`src/rtl/cu_responder.sv`:
```
// rtl/cu_responder.sv - control-unit responder on the bus-and-tag channel interface
// Every output is a register; the comb block computes next values from the sampled tags.
module cu_responder #(
   parameter logic [7:0] ADDRESS = 8'h10
) (
   input  logic       clk,
   input  logic       reset,
   input  logic [7:0] bus_out,
   output logic [7:0] bus_in,
   input  logic       operational_out,
   input  logic       address_out,
   input  logic       hold_out,
   input  logic       select_out,
   input  logic       command_out,
   input  logic       service_out,
   input  logic       suppress_out,
   output logic       operational_in,
   output logic       request_in,
   output logic       select_in,
   output logic       address_in,
   output logic       status_in,
   output logic       service_in,
   input  logic       ready,
   input  logic [7:0] record_len,
   output logic [7:0] command,
   output logic       command_strobe,
   input  logic [7:0] tx_data,
   input  logic       tx_valid,
   output logic       tx_ready,
   output logic [7:0] rx_data,
   output logic       rx_strobe,
   output logic       connected
);

   typedef enum logic [3:0] {
      S_IDLE, S_ADDR_IN, S_CMD_WAIT, S_INIT_STATUS, S_INIT_ACK,
      S_DATA, S_DATA_ACK, S_STOP_ACK, S_ENDING, S_END_ACK
   } state_t;

   localparam logic [1:0] CLS_TEST = 2'b00;
   localparam logic [1:0] CLS_READ = 2'b10;
   localparam logic [1:0] CLS_CTRL = 2'b11;
   localparam logic [7:0] ST_UC    = 8'h40;
   localparam logic [7:0] ST_END   = 8'h30;

   state_t     state_q, state_d;
   logic [7:0] bus_in_q, bus_in_d;
   logic       op_in_q, op_in_d;
   logic       sel_in_q, sel_in_d;
   logic       addr_in_q, addr_in_d;
   logic       stat_in_q, stat_in_d;
   logic       svc_in_q, svc_in_d;
   logic [7:0] command_q, command_d;
   logic       cmd_strobe_q, cmd_strobe_d;
   logic       tx_ready_q, tx_ready_d;
   logic [7:0] rx_data_q, rx_data_d;
   logic       rx_strobe_q, rx_strobe_d;
   logic [7:0] count_q, count_d;
   logic       ready_q, ready_d;

   wire unused_suppress = suppress_out;
   wire is_read = (command_q[1:0] == CLS_READ);

   always_comb begin
      state_d      = state_q;
      bus_in_d     = bus_in_q;
      op_in_d      = op_in_q;
      sel_in_d     = 1'b0;
      addr_in_d    = addr_in_q;
      stat_in_d    = stat_in_q;
      svc_in_d     = svc_in_q;
      command_d    = command_q;
      cmd_strobe_d = 1'b0;
      tx_ready_d   = 1'b0;
      rx_data_d    = rx_data_q;
      rx_strobe_d  = 1'b0;
      count_d      = count_q;
      ready_d      = ready_q;

      if (!operational_out) begin
         state_d   = S_IDLE;
         bus_in_d  = 8'h00;
         op_in_d   = 1'b0;
         addr_in_d = 1'b0;
         stat_in_d = 1'b0;
         svc_in_d  = 1'b0;
      end else begin
         case (state_q)
            S_IDLE: begin
               if (select_out && hold_out && address_out && bus_out == ADDRESS) begin
                  op_in_d   = 1'b1;
                  addr_in_d = 1'b1;
                  bus_in_d  = ADDRESS;
                  state_d   = S_ADDR_IN;
               end else begin
                  sel_in_d = select_out;
               end
            end
            S_ADDR_IN: if (command_out) begin
               command_d = bus_out;
               count_d   = record_len;
               ready_d   = ready;
               addr_in_d = 1'b0;
               bus_in_d  = 8'h00;
               state_d   = S_CMD_WAIT;
            end
            S_CMD_WAIT: if (!command_out) begin
               stat_in_d = 1'b1;
               bus_in_d  = ready_q ? 8'h00 : ST_UC;
               state_d   = S_INIT_STATUS;
            end
            S_INIT_STATUS: if (service_out) begin
               stat_in_d = 1'b0;
               bus_in_d  = 8'h00;
               state_d   = S_INIT_ACK;
            end
            S_INIT_ACK: if (!service_out) begin
               if (!ready_q || command_q[1:0] == CLS_TEST) begin
                  op_in_d  = 1'b0;
                  bus_in_d = 8'h00;
                  state_d  = S_IDLE;
               end else begin
                  cmd_strobe_d = 1'b1;
                  if (command_q[1:0] == CLS_CTRL || count_q == 8'd0) begin
                     stat_in_d = 1'b1;
                     bus_in_d  = ST_END;
                     state_d   = S_ENDING;
                  end else begin
                     state_d = S_DATA;
                  end
               end
            end
            S_DATA: begin
               if (svc_in_q) begin
                  // A stop answers our service_in in place of service_out: no byte moves.
                  if (command_out) begin
                     svc_in_d = 1'b0;
                     bus_in_d = 8'h00;
                     state_d  = S_STOP_ACK;
                  end else if (service_out) begin
                     if (is_read) begin
                        tx_ready_d = 1'b1;
                     end else begin
                        rx_data_d   = bus_out;
                        rx_strobe_d = 1'b1;
                     end
                     count_d  = count_q - 8'd1;
                     svc_in_d = 1'b0;
                     bus_in_d = 8'h00;
                     state_d  = S_DATA_ACK;
                  end
               end else if (!is_read) begin
                  svc_in_d = 1'b1;
               end else if (tx_valid) begin
                  svc_in_d = 1'b1;
                  bus_in_d = tx_data;
               end
            end
            S_DATA_ACK: if (!service_out) begin
               if (count_q == 8'd0) begin
                  stat_in_d = 1'b1;
                  bus_in_d  = ST_END;
                  state_d   = S_ENDING;
               end else begin
                  state_d = S_DATA;
               end
            end
            S_STOP_ACK: if (!command_out) begin
               stat_in_d = 1'b1;
               bus_in_d  = ST_END;
               state_d   = S_ENDING;
            end
            S_ENDING: if (service_out) begin
               stat_in_d = 1'b0;
               bus_in_d  = 8'h00;
               state_d   = S_END_ACK;
            end
            S_END_ACK: if (!service_out) begin
               op_in_d  = 1'b0;
               bus_in_d = 8'h00;
               state_d  = S_IDLE;
            end
            default: begin
               op_in_d  = 1'b0;
               bus_in_d = 8'h00;
               state_d  = S_IDLE;
            end
         endcase
      end
   end

   always_ff @(posedge clk) begin
      if (reset) begin
         state_q      <= S_IDLE;
         bus_in_q     <= 8'h00;
         op_in_q      <= 1'b0;
         sel_in_q     <= 1'b0;
         addr_in_q    <= 1'b0;
         stat_in_q    <= 1'b0;
         svc_in_q     <= 1'b0;
         command_q    <= 8'h00;
         cmd_strobe_q <= 1'b0;
         tx_ready_q   <= 1'b0;
         rx_data_q    <= 8'h00;
         rx_strobe_q  <= 1'b0;
         count_q      <= 8'h00;
         ready_q      <= 1'b0;
      end else begin
         state_q      <= state_d;
         bus_in_q     <= bus_in_d;
         op_in_q      <= op_in_d;
         sel_in_q     <= sel_in_d;
         addr_in_q    <= addr_in_d;
         stat_in_q    <= stat_in_d;
         svc_in_q     <= svc_in_d;
         command_q    <= command_d;
         cmd_strobe_q <= cmd_strobe_d;
         tx_ready_q   <= tx_ready_d;
         rx_data_q    <= rx_data_d;
         rx_strobe_q  <= rx_strobe_d;
         count_q      <= count_d;
         ready_q      <= ready_d;
      end
   end

   assign bus_in         = bus_in_q;
   assign operational_in = op_in_q;
   assign request_in     = 1'b0;
   assign select_in      = sel_in_q;
   assign address_in     = addr_in_q;
   assign status_in      = stat_in_q;
   assign service_in     = svc_in_q;
   assign command        = command_q;
   assign command_strobe = cmd_strobe_q;
   assign tx_ready       = tx_ready_q;
   assign rx_data        = rx_data_q;
   assign rx_strobe      = rx_strobe_q;
   assign connected      = (state_q != S_IDLE);

endmodule

```
`config.mk`:
```
export PLATFORM = sky130hd
export DESIGN_NAME = cu_responder
export DESIGN_NICKNAME = d
export VERILOG_FILES = /design/src/rtl/cu_responder.sv
export SDC_FILE = /design/constraint.sdc
export NUM_CORES = 1
export LEC_CHECK = 0
export BUFFER_PORTS_ARGS = -buffer_cell sky130_fd_sc_hd__buf_2
export CORE_AREA = 4 4 96 98
export DETAILED_ROUTE_END_ITERATION = 8
export DIE_AREA = 0 0 100 102
export PLACE_DENSITY = 0.44
export SETUP_SLACK_MARGIN = 0.5
export SLEW_MARGIN = 30
export SYNTH_ARGS = -nofsm -noshare
export SYNTH_HDL_FRONTEND = slang
export SYNTH_SLANG_ARGS = --single-unit
```
`constraint.sdc`:
```
create_clock -name clk -period 3 [get_ports clk]
set_clock_uncertainty 0.1 [all_clocks]
set_input_delay 0.6 -clock clk [delete_from_list [all_inputs] [get_ports clk]]
set_output_delay 0.6 -clock clk [all_outputs]
set_load 0.1 [all_outputs]
```
==> impl_metrics.ini <==
[grt]
grt_pass1_wl_um = 10400
antenna_found_initial = 0
grt_pass1_vias = 2130
grt_max_degree = 27
grtUsageTotal_pct = 12.8
grt_overflow = 0

[place]
place_congestion = 0.779
place_hpwl_um = 4760
port-buffer-count = 66
place_area_um2 = 2790

[power]
peakVddDrop_mv = 0.233
power_density_nw_per_um2 = 394
p_leak_nw = 1.32

[die]
dieHeight_um = 102
die_area_um2 = 10200
rows = 34
core_um2 = 8470
die_w_um = 100
ios = 69
start_util_pct = 27.3

[timing]
worst_slew_pin_slew_ns = 0.567
maxSlewHeadroom_pct = 62.1
period_needed_ns = 2.48
drv_slew = 0
finalHoldViolCount = 0
setup_viol = 0
min_period_over_period_pct = 82.8
rsz0062_at_grt = true
timing.fmax_ghz = 0.402
tns_ns = 0

[yosys]
synth_edf_count = 0
ys.flop_type = dfxtp_1
synth_seq_area_share_pct = 39.0
synthDistinctLibCells = 52
synth.ff_latch_count = 45
syn-mean-instance-area_um2 = 8.30
yosys_warnings = 0
syn_nets = 315
synth-async-reset-ratio_pct = 0
syn_area_um2 = 2310
syn_inst = 278

[cts]
clock_sinks = 45
clock_tree.root_cell = clkbuf_8
cts_tree = done
clock_latency_ns = 0.31
clockBufferDepth = 2
cts_made_buffers = 5
htreeDepth = 2
holdBufCountCts = 0
path_clk_slew_ns = 0.09

[critical_path]
slowest_stage = or4b_4
required_ns = 3.10
path_cells = buf_6 -> or4b_4 -> o31a_1 -> a311o_1 -> nor3b_4 -> mux2i_1 -> a21oi_1
cpPeakStageDelay_ns = 0.53
critPathTopFamily = simple AND/OR/NAND/NOR gates
crit_type = in -> reg
end_kind = flip-flop
arrival_ns = 2.58
critPathBufInv = 1
cp-start-kind = input pin
cp_max_fo = 6

[layout]
stdcell_area_um2 = 2950
final_cell_mix = buf_2, dfxtp_1, nor2_1
num-fill-cells = 899
syn_to_final_growth_pct = 27.8
diodes = 0
final_common_cell = buf_2
drive_gt1_share_pct = 29.4
layout.nets = 383

[routing]
dr.pass1.iters = 6
wl_per_cell_um = 14.4
routed_via_density = 4.99
vias = 2269
drt-initial-drc-count = 69
routed_wl_um = 6540
route.detailed.drc = 0
detail-route-antenna-nets = 0

[hold_path]
holdCritPathClass = reg -> reg

[outcome]
status = complete, no violations

[flow_run]
drv_cap = 0
-- metal layers --
layer	up-vias	track usage [%]	share of wire (%)
met5	-	0	0
met4	0	4.04	1.3
met1	1075	16.4	47
met2	48	21.4	47
li1	1139	-	-
met3	7	3.21	4.8
-- synthesized netlist by cell type (all sizes together) (4+ instances only) --
| cell | n | share of area (%) |
|---|---|---|
| nor2 | 38 | 6.2 |
| buf | 4 | 1.0 |
| nand4 | 4 | 1.1 |
| nor3 | 9 | 2.0 |
| a211oi | 8 | 2.6 |
| o21ai | 19 | 4.1 |
| clkbuf | 14 | 2.3 |
| dfxtp | 45 | 39 |
| and3 | 4 | 1.1 |
| mux2i | 19 | 8.2 |
| a22o | 9 | 3.4 |
| a22oi | 4 | 1.3 |
| a21oi | 17 | 3.8 |
| nand2b | 5 | 1.4 |
| nand3 | 4 | 0.87 |
| inv | 6 | 0.98 |
| nor2b | 4 | 1.1 |
| nand2 | 22 | 3.6 |
-- through the flow --
| stage | utilization (%) | power, mW | cells | hold slack, ns | setup slack, ns |
|---|---|---|---|---|---|
| after floorplan | - | 0.645 | 278 | 0.407 | 0.457 |
| after global placement | 32.9 | 0.677 | 445 | 0.358 | 0.145 |
| after detailed placement | 32.9 | 0.678 | 445 | 0.360 | 0.152 |
| after CTS | 34.4 | 1.18 | 453 | 0.382 | 0.488 |
| after global routing | 34.9 | 1.20 | 455 | 0.400 | 0.432 |
| final | 34.9 | 1.16 | 455 | 0.378 | 0.515 |
-- tightest hold or removal path, cell delays in order (launching register included) --
cell,delay (ns)
dfxtp_1,0.32
o21ai_0,0.06
a21oi_1,0.06
-- power breakdown --
| group | internal [mW] | total [mW] | leakage (nW) | switching, mW |
|---|---|---|---|---|
| Clock | 0.256 | 0.496 | 0.0603 | 0.241 |
| Combinational | 0.0269 | 0.0671 | 0.893 | 0.0402 |
| Sequential | 0.597 | 0.598 | 0.365 | 0.000269 |
-- final cells by class --
class / count / area, um2 / area share [%]
clock inverter: 3 / 50.0 / 1.70
inverter: 6 / 22.5 / 0.763
timing repair buffer: 79 / 440 / 14.9
multi-input combinational: 209 / 1330 / 45.0
clock buffer: 5 / 68.8 / 2.33
tap: 108 / 135 / 4.58
sequential: 45 / 907 / 30.7
-- final timing paths --
| path | slack, ns | end | from | cells after the start |
|---|---|---|---|---|
| setup / recovery | 0.52 | state_q[1] | bus_out[3] | 7 |
| hold / removal | 0.38 | status_in | status_in | 2 |
| setup reg to reg | 0.58 | bus_in[1] | state_q[3] | 5 |
| hold reg to reg | 0.38 | status_in | status_in | 2 |
-- cells by family after synthesis --
group	Yosys count	share of synthesized area [%]
AO/OA/AOI/OAI	76	22.1
XOR/XNOR	1	0.379
adder cells (fa/ha/maj)	2	1.08
buffers and inverters	24	4.28
flip-flops	45	39.0
multiplexers	19	8.24
other	1	0.162
AND/OR/NAND/NOR	110	24.8
-- sequential cells by signal, indices dropped and copies added (netlist names) --
signal	cells
address_in	1
bus_in	8
command	8
command_strobe	1
count_q	8
operational_in	1
ready_q	1
rx_data	8
rx_strobe	1
select_in	1
service_in	1
state_q	4
status_in	1
tx_ready	1
-- repair_timing --
item	4_1_cts	5_1_grt
resized for setup	1	6
pin swaps	1	2
setup buffers	0	2
setup endpoints to repair	6	10
Note: power is estimated with default switching activity, not from simulation.
